### src/rtl/move_list_fetcher.sv
// Avalon-MM master that loads a board into the chess control slave, waits for the search
// to finish and streams the resulting move list out. Define MOVE_SENTINEL_CHECK_EN for the sentinel read.
module move_list_fetcher #(
   parameter int POLL_GAP  = 4,
   parameter int TIMEOUT   = 65535,
   parameter int MAX_MOVES = 255
) (
   input  logic         clk,
   input  logic         reset,
   input  logic [255:0] bstate_in,
   input  logic         go,
   output logic         busy,
   output logic         done,
   output logic         error,
   output logic [7:0]   move_count,
   output logic [17:0]  move_data,
   output logic         move_valid,
   input  logic         move_ready,
   output logic         move_last,
   output logic [14:0]  master_address,
   output logic         master_read,
   output logic         master_write,
   output logic [31:0]  master_writedata,
   input  logic [31:0]  master_readdata,
   input  logic         master_waitrequest,
   input  logic         master_readdatavalid
);

   localparam int GW = (POLL_GAP > 1) ? $clog2(POLL_GAP) : 1;
   localparam int PW = $clog2(TIMEOUT + 1);
   localparam logic [GW-1:0] GAP_LAST = GW'(POLL_GAP - 1);
   localparam logic [PW-1:0] TO_VAL   = PW'(TIMEOUT);
   localparam logic [7:0]    MAX_CNT  = 8'(MAX_MOVES);

   typedef enum logic [3:0] {
      S_IDLE, S_WR_BOARD, S_WR_START, S_POLL_WAIT, S_POLL,
      S_RD_COUNT, S_RD_MOVE, S_CLR_START, S_FIN
`ifdef MOVE_SENTINEL_CHECK_EN
      , S_RD_SENT
`endif
   } state_t;

`ifdef MOVE_SENTINEL_CHECK_EN
   localparam state_t S_AFTER_MOVES = S_RD_SENT;
`else
   localparam state_t S_AFTER_MOVES = S_CLR_START;
   logic unused_rdata;
   assign unused_rdata = ^master_readdata[31:18];
`endif

   state_t         state_q, state_d;
   logic [255:0]   board_q, board_d;
   logic [2:0]     k_q, k_d;
   logic [GW-1:0]  gap_q, gap_d;
   logic [PW-1:0]  poll_q, poll_d;
   logic [7:0]     cnt_q, cnt_d;
   logic [7:0]     idx_q, idx_d;
   logic           error_q, error_d;
   logic [14:0]    addr_q, addr_d;
   logic           rd_q, rd_d;
   logic           wr_q, wr_d;
   logic [31:0]    wdata_q, wdata_d;
   logic           pend_q, pend_d;
   logic [17:0]    mdata_q, mdata_d;
   logic           mvalid_q, mvalid_d;
   logic           mlast_q, mlast_d;

   logic          bus_idle, wr_done, rd_acc, rd_data, mv_take;
   logic [PW-1:0] poll_inc;
   logic [7:0]    count_clamped;

   function automatic logic [7:0] clamp_count(input logic [7:0] raw);
      return (raw > MAX_CNT) ? MAX_CNT : raw;
   endfunction

   assign bus_idle      = !rd_q && !wr_q && !pend_q;
   assign wr_done       = wr_q && !master_waitrequest;
   assign rd_acc        = rd_q && !master_waitrequest;
   assign rd_data       = pend_q && master_readdatavalid;
   assign mv_take       = mvalid_q && move_ready;
   assign poll_inc      = poll_q + 1'b1;
   assign count_clamped = clamp_count(master_readdata[7:0]);

   always_ff @(posedge clk or negedge reset) begin
      if (!reset) begin
         state_q  <= S_IDLE;
         board_q  <= '0;
         k_q      <= '0;
         gap_q    <= '0;
         poll_q   <= '0;
         cnt_q    <= '0;
         idx_q    <= '0;
         error_q  <= 1'b0;
         addr_q   <= '0;
         rd_q     <= 1'b0;
         wr_q     <= 1'b0;
         wdata_q  <= '0;
         pend_q   <= 1'b0;
         mdata_q  <= '0;
         mvalid_q <= 1'b0;
         mlast_q  <= 1'b0;
      end else begin
         state_q  <= state_d;
         board_q  <= board_d;
         k_q      <= k_d;
         gap_q    <= gap_d;
         poll_q   <= poll_d;
         cnt_q    <= cnt_d;
         idx_q    <= idx_d;
         error_q  <= error_d;
         addr_q   <= addr_d;
         rd_q     <= rd_d;
         wr_q     <= wr_d;
         wdata_q  <= wdata_d;
         pend_q   <= pend_d;
         mdata_q  <= mdata_d;
         mvalid_q <= mvalid_d;
         mlast_q  <= mlast_d;
      end
   end

   always_comb begin
      state_d = state_q;
      case (state_q)
         S_IDLE:      if (go) state_d = S_WR_BOARD;
         S_WR_BOARD:  if (wr_done && k_q == 3'd7) state_d = S_WR_START;
         S_WR_START:  if (wr_done) state_d = S_POLL_WAIT;
         S_POLL_WAIT: if (gap_q == GAP_LAST) state_d = S_POLL;
         S_POLL: begin
            if (rd_data) begin
               if (master_readdata[1])     state_d = S_RD_COUNT;
               else if (poll_inc == TO_VAL) state_d = S_CLR_START;
               else                         state_d = S_POLL_WAIT;
            end
         end
         S_RD_COUNT:  if (rd_data) state_d = (count_clamped == 8'd0) ? S_AFTER_MOVES : S_RD_MOVE;
         S_RD_MOVE:   if (mv_take && mlast_q) state_d = S_AFTER_MOVES;
`ifdef MOVE_SENTINEL_CHECK_EN
         S_RD_SENT:   if (rd_data) state_d = S_CLR_START;
`endif
         S_CLR_START: if (wr_done) state_d = S_FIN;
         S_FIN:       state_d = S_IDLE;
         default:     state_d = S_IDLE;
      endcase
   end

   // Each bus state issues its command once the bus is idle; completion is seen in the same state.
   always_comb begin
      board_d  = board_q;
      k_d      = k_q;
      gap_d    = gap_q;
      poll_d   = poll_q;
      cnt_d    = cnt_q;
      idx_d    = idx_q;
      error_d  = error_q;
      addr_d   = addr_q;
      rd_d     = rd_q;
      wr_d     = wr_q;
      wdata_d  = wdata_q;
      pend_d   = pend_q;
      mdata_d  = mdata_q;
      mvalid_d = mvalid_q;
      mlast_d  = mlast_q;
      if (rd_acc) begin
         rd_d   = 1'b0;
         pend_d = 1'b1;
      end
      if (wr_done) wr_d = 1'b0;
      if (rd_data) pend_d = 1'b0;
      case (state_q)
         S_IDLE: begin
            if (go) begin
               board_d = bstate_in;
               error_d = 1'b0;
               k_d     = '0;
               poll_d  = '0;
               cnt_d   = '0;
               idx_d   = '0;
            end
         end
         S_WR_BOARD: begin
            if (bus_idle) begin
               wr_d    = 1'b1;
               addr_d  = 15'd2 + {12'd0, k_q};
               wdata_d = board_q[{k_q, 5'd0} +: 32];
            end
            if (wr_done) k_d = k_q + 3'd1;
         end
         S_WR_START: begin
            if (bus_idle) begin
               wr_d    = 1'b1;
               addr_d  = 15'd0;
               wdata_d = 32'h0000_0001;
            end
            if (wr_done) gap_d = '0;
         end
         S_POLL_WAIT: gap_d = (gap_q == GAP_LAST) ? '0 : gap_q + 1'b1;
         S_POLL: begin
            if (bus_idle) begin
               rd_d   = 1'b1;
               addr_d = 15'd0;
            end
            if (rd_data && !master_readdata[1]) begin
               poll_d = poll_inc;
               if (poll_inc == TO_VAL) error_d = 1'b1;
            end
         end
         S_RD_COUNT: begin
            if (bus_idle) begin
               rd_d   = 1'b1;
               addr_d = 15'd16;
            end
            if (rd_data) begin
               cnt_d = count_clamped;
               idx_d = '0;
            end
         end
         S_RD_MOVE: begin
            // One-entry buffer: the next read waits until the held move is accepted.
            if (bus_idle && !mvalid_q) begin
               rd_d   = 1'b1;
               addr_d = 15'd17 + {7'd0, idx_q};
            end
            if (rd_data) begin
               mdata_d  = master_readdata[17:0];
               mvalid_d = 1'b1;
               mlast_d  = (idx_q == cnt_q - 8'd1);
            end
            if (mv_take) begin
               mvalid_d = 1'b0;
               mlast_d  = 1'b0;
               idx_d    = idx_q + 8'd1;
            end
         end
`ifdef MOVE_SENTINEL_CHECK_EN
         S_RD_SENT: begin
            if (bus_idle) begin
               rd_d   = 1'b1;
               addr_d = 15'd17 + {7'd0, cnt_q};
            end
            if (rd_data && master_readdata != 32'd0) error_d = 1'b1;
         end
`endif
         S_CLR_START: begin
            if (bus_idle) begin
               wr_d    = 1'b1;
               addr_d  = 15'd0;
               wdata_d = 32'h0000_0000;
            end
         end
         default: ;
      endcase
   end

   always_comb begin
      busy             = (state_q != S_IDLE) && (state_q != S_FIN);
      done             = (state_q == S_FIN);
      error            = error_q;
      move_count       = cnt_q;
      move_data        = mdata_q;
      move_valid       = mvalid_q;
      move_last        = mlast_q;
      master_address   = addr_q;
      master_read      = rd_q;
      master_write     = wr_q;
      master_writedata = wdata_q;
   end

endmodule

### config.mk
export PLATFORM = sky130hd
export DESIGN_NAME = move_list_fetcher
export DESIGN_NICKNAME = d
export VERILOG_FILES = /design/src/rtl/move_list_fetcher.sv
export SDC_FILE = /design/constraint.sdc
export NUM_CORES = 1
export LEC_CHECK = 0
export ABC_AREA = 1
export CORE_AREA = 4 4 188 190
export CTS_CLUSTER_DIAMETER = 120
export CTS_CLUSTER_SIZE = 20
export DETAILED_ROUTE_END_ITERATION = 8
export DIE_AREA = 0 0 192 194
export MAX_ROUTING_LAYER = met4
export PLACE_DENSITY = 0.82
export SLEW_MARGIN = 20
export SYNTH_ARGS = -nofsm -noshare
export SYNTH_HDL_FRONTEND = slang
export SYNTH_SLANG_ARGS = --single-unit
### constraint.sdc
create_clock -name clk -period 2.6 [get_ports clk]
set_clock_uncertainty 0.2 [all_clocks]
set_input_delay 0.26 -clock clk [delete_from_list [all_inputs] [get_ports clk]]
set_output_delay 0.26 -clock clk [all_outputs]
set_load 0.02 [all_outputs]
* Word-level counts from Yosys, hierarchy flattened
Cells that the tools add are included.
Word-level totals: bits in registers 368, bits of input ports 294, output and inout port bits 80
Operators by class: add/subtract/negate cells 7, magnitude comparators 1, equal/unequal tests 31, shift operators 1, multiplexer cells 54, reduce and logical (&&, ||, !) cells 44
Operator list (number):
- indexed part select 256 x 9 -> 32 bit | 1
- two-way mux 32 bit | 3
- one-hot mux 32 bit (3 select lines) | 1
- two-way mux 15 bit | 4
- one-hot mux 15 bit (4 select lines) | 1
- two-way mux 8 bit | 5
- inequality test 2 bit (second input constant) | 17
- two-way mux 16 bit | 2
- two-way mux 4 bit | 8
- one-hot mux 16 bit (2 select lines) | 1
- one-hot mux 4 bit (8 select lines) | 1
- one-hot mux 8 bit (3 select lines) | 1
- adder 16 x 1 -> 16 bit (second input constant) | 1
- equality test 16 bit (second input constant) | 1
- equality test 4 x 3 -> 1 bit (second input constant) | 4
- two-way mux 1 bit | 16
- one-hot mux 8 bit (2 select lines) | 1
- two-way mux 3 bit | 4
- AND reduction 4 bit | 3
- nonzero test 2 bit | 6
- logical AND 1 bit | 11
- adder 5 x 8 -> 9 bit (first input constant) | 1
- AND reduction 3 bit | 3
- adder 8 x 1 -> 8 bit (second input constant) | 1
- 27 further kinds | 41

* Longest topological paths before layout
depth in word-level cells 6, depth in mapped cells 14

* Least setup slack after synthesis
OpenSTA, ideal clock, no wires.
kind register to register, start register poll_q[1], end register error_q (netlist: error), arrival 1562 ps, data required time 2283 ps, path slack 721 ps, stages on the path, launching flop included 13, clock period less this slack 1879 ps, cell sequence dfrtp_1 > ha_1 > nand3_1 > nor2_4 > nand2_1 > o21ai_0 > nand3_1 > nor2_1 > nand2_1 > nand2_1 > nand2_1 > nand2_1 > nand2_1
On the way: longest elaborated chain between the ends 4
RTL lines:
- start, declared | line 55 | logic [PW-1:0] poll_q, poll_d;
- start signal, assigned | line 107 | poll_q <= poll_d;
- adder 16 x 1 -> 16 bit | line 81 | assign poll_inc = poll_q + 1'b1;
- equality test 16 bit | line 205 | if (poll_inc == TO_VAL) error_d = 1'b1;
- inequality test 2 bit (no source line)
- AND reduction 4 bit (no source line)
- end signal, assigned | line 110 | error_q <= error_d;
- end, declared | line 58 | logic error_q, error_d;
Every way passes these cells. A chain may end at the register's enable or synchronous reset.

* Worst setup path after layout
start register state_q[2], end output done
On the way: longest elaborated chain between the ends 1
RTL lines:
- start, declared | line 51 | state_t state_q, state_d;
- start signal, assigned | line 103 | state_q <= state_d;
- equality test 4 bit | line 257 | done = (state_q == S_FIN);
- end, declared | line 13 | output logic done,
Every way passes these cells.

==> results by group <==
Timing
  – Setup Viol. Count Final: 0
  – Final Hold Vio Count: 0
  – Period minus WS final: roughly 2500 ps
  – Slew @ Worst Pin: 621.7 ps
  – Setup TNS: 0 ps
  – Maximum clock rate: between 0.4 and 0.5 GHz
  – Slew headroom: 0.5856
  – RSZ-0062 raised after global routing: no
  – Pins Over Slew Limit: 0
  – Final period util: 0.9460

Setup path
  – Delay-heaviest family, CP: buffers and inverters
  – R2R Setup Slk: around 320 ps
  – Crit Path Category: reg2out
  – CP max stage delay: 630 ps
  – CP Buf/Inv Count: 2
  – WP data required: about 2100 ps
  – Crit-path cells: inv_2, nand3_1, nor2_1, clkdlybuf4s50_1
  – CP Launch Type: flop
  – Register-to-Register Path Depth: 12
  – Slowest library cell on the worst path: clkdlybuf4s50_1
  – Reg-to-Reg End: error
  – RR Startpoint: poll_q[1]
  – CP arrival: 2000 ps
  – CP max FO: 5
  – Setup crit end kind: output port

Clock network
  – Clk sinks: approximately 360
  – CTS clock-pin slew for the worst setup and hold paths: around 90 ps
  – H-tree depth: 1
  – TritonCTS clock tree: built
  – Total CTS buffers: 22
  – Post-CTS setup buffer count: 0
  – Worst-Skew Late Latency: 540 ps
  – Hold_buf cts: 1
  – CTS Buffer Depth: 3
  – Clock root buffer: clkbuf_16
  – PostCTS Resize Cnt: 0

Yosys
  – EDFF count, synth: 0
  – Top post-synthesis cells by count: nand2_1, dfrtp_1, o21ai_0
  – Top-area cell type share of the netlist area: 0.5317
  – Synth Area per Inst: around 8.1 um^2
  – Register bit total from synthesis: between 300 and 400
  – Synthesized instance count: 2102
  – Syn. warnings: 0
  – Seq/Total Area, Yosys: 0.5317
  – Top FF cell, synth: dfrtp_1
  – Post-synthesis cell area: around 17000 um^2
  – Yosys cell types: between 40 and 50
  – Area contributors post-synth: dfrtp_1, nand2_1, o21ai_0
  – Synth area leader: dfrtp_1
  – Ys async rst share: 1.000
  – Cell with the most instances after synthesis: nand2_1

Die
  – Rows: between 60 and 70
  – Floorplan core area: between 30000 and 40000 um^2
  – Boundary Pins: roughly 370
  – Die extent in x: 192 um
  – Die height: just under 200 um
  – Die Area: 37250 um^2
  – Initial Util: 0.5093

Placement
  – GPL Wtd Cong: ~0.93
  – PortBufs: 353
  – Post-DP Area: between 20000 and 25000 um^2
  – Post-detail-place hpwl: about 37000 um
  – Inst Count DP: between 2000 and 3000

Power
  – Pwr dens: between 1000 and 1500 nW/um^2
  – Clock share of power: 0.155
  – Net switching power: around 9300 uW
  – Leakage power: 0.01002 uW
  – Net Sw Frac: 0.4118
  – Flop pwr share: 0.408
  – Maximum VDD drop: 0.6274 mV
  – Logic pwr share: 0.437
  – Internal Power: 13280 uW

Min path
  – Hold path start: bstate_in[141]
  – Hold Path Class: in2reg
  – Hold Path Stages: 3
  – WHS Endpoint: board_q[141]

Global route
  – First-pass GRT wire length: 81200 um
  – GRT overflow: 0
  – Largest net degree at the start of global routing: ~110
  – Antenna violations before repair: 9
  – Vias in the first global route: roughly 15000
  – Gr usage total: 0.2804

Routing
  – Vias: between 15000 and 20000
  – First drt pass iteration count: 5
  – Vias per std cell: around 5.4
  – Post-detailed-routing wire length: 51900 um
  – DR DRC count: 0
  – Routed WL per cell: ~18 um
  – DRT iter0 DRCs: around 1200
  – Antenna-violating nets left: 0

Final layout
  – Layout Nets: 2696
  – Post-route insts no fill: around 2900
  – Share of cells above drive strength 1: 0.05094
  – Area Overhead vs Synth: 27.06%
  – Post-route cell area: ~22000 um^2

Run status
  – Status: complete, no violations

Job
  – Max-Cap Viols: 0
==> layout by cell type (no fill, tap or decap), types with 11 or more instances in the layout <==
master / Yosys / layout
clkbuf_16: 0 / 23
a21oi_1: 201 / 201
buf_12: 0 / 16
nor2_1: 42 / 42
inv_1: 183 / 183
o21ai_0: 303 / 303
mux2_2: 11 / 11
dfrtp_1: 362 / 360
clkdlybuf4s50_1: 0 / 352
nand3_1: 41 / 41
buf_4: 6 / 21
o211ai_1: 21 / 21
nand2_1: 703 / 703
==> cells by family after synthesis <==
family,Yosys count,synth area share
fa+ha+maj,8,0.005876
xor+xnor,15,0.007711
flops,362,0.5317
mux,12,0.007858
simple gates,827,0.1932
compound gates,555,0.1734
other cells,1,0.0002201
buf+inv,322,0.08005
==> state kept, by name, indices dropped and copies added (netlist names) <==
| register | cells |
|---|---|
| state_q | 4 |
| board_q | 256 |
| poll_q | 16 |
| master_read | 1 |
| gap_q | 2 |
| master_address | 9 |
| move_data | 18 |
| master_writedata | 32 |
| idx_q | 8 |
| k_q | 3 |
| move_valid | 1 |
| move_last | 1 |
| move_count | 8 |
| master_write | 1 |
| pend_q | 1 |
| error | 1 |
==> layer usage <==
layer | track usage | up-vias | part of all wire
met5 | - | - | 0
met4 | 0.1043 | 0 | 0.042
met3 | 0.05023 | 100 | 0.079
met2 | 0.4632 | 619 | 0.49
met1 | 0.3457 | 7290 | 0.39
li1 | - | 7322 | -
==> worst max path at each step <==
stage / to / start / cells past startpoint
final: done / state_q[2] / 4
after global routing: done / state_q[0] / 4
after CTS: done / state_q[2] / 4
after detailed placement: error / poll_q[1] / 12
after global placement: idx_q[6] / master_readdatavalid / 8
after floorplan: error / poll_q[1] / 12
==> power groups by stage <==
| stage | Sequential [uW] | Combinational (uW) | Clock [uW] |
|---|---|---|---|
| detailed placement | 9290 | 9830 | 0 |
| floorplan | 9450 | 5980 | 0 |
| CTS | 9190 | 9900 | 3560 |
| finish | 9210 | 9870 | 3500 |
| global route | 9460 | 11100 | 3750 |
| global placement | 9170 | 9530 | 0 |
==> through the flow <==
stage / utilization / hold slack, ps / worst slack (ps) / total power [uW]
after floorplan: - / -235.6 / 720.9 / 15430
after global placement: 0.6282 / 91.30 / 435.8 / 18700
after detailed placement: 0.6282 / 90.28 / 372.5 / 19120
after CTS: 0.6464 / 33.08 / 105.2 / 22660
after global routing: 0.6471 / 43.55 / 19.87 / 24270
final: 0.6472 / 46.46 / 140.3 / 22590
==> worst min-delay path, stage by stage <==
cell	delay (ps)
clkdlybuf4s50_1	390
nand2_1	60
nand2_1	50
==> cell type report <==
| class | instances | area (um^2) |
|---|---|---|
| fill | 2810 | 11800 |
| sequential | 362 | 9064 |
| multi-input combinational | 1423 | 6633 |
| timing repair buffer | 391 | 4026 |
| inverter | 194 | 739.5 |
| clock buffer | 24 | 579.3 |
| tap | 448 | 560.5 |
| antenna | 10 | 25.02 |
| clock inverter | 1 | 20.02 |
Note: power is estimated with default switching activity, not from simulation.
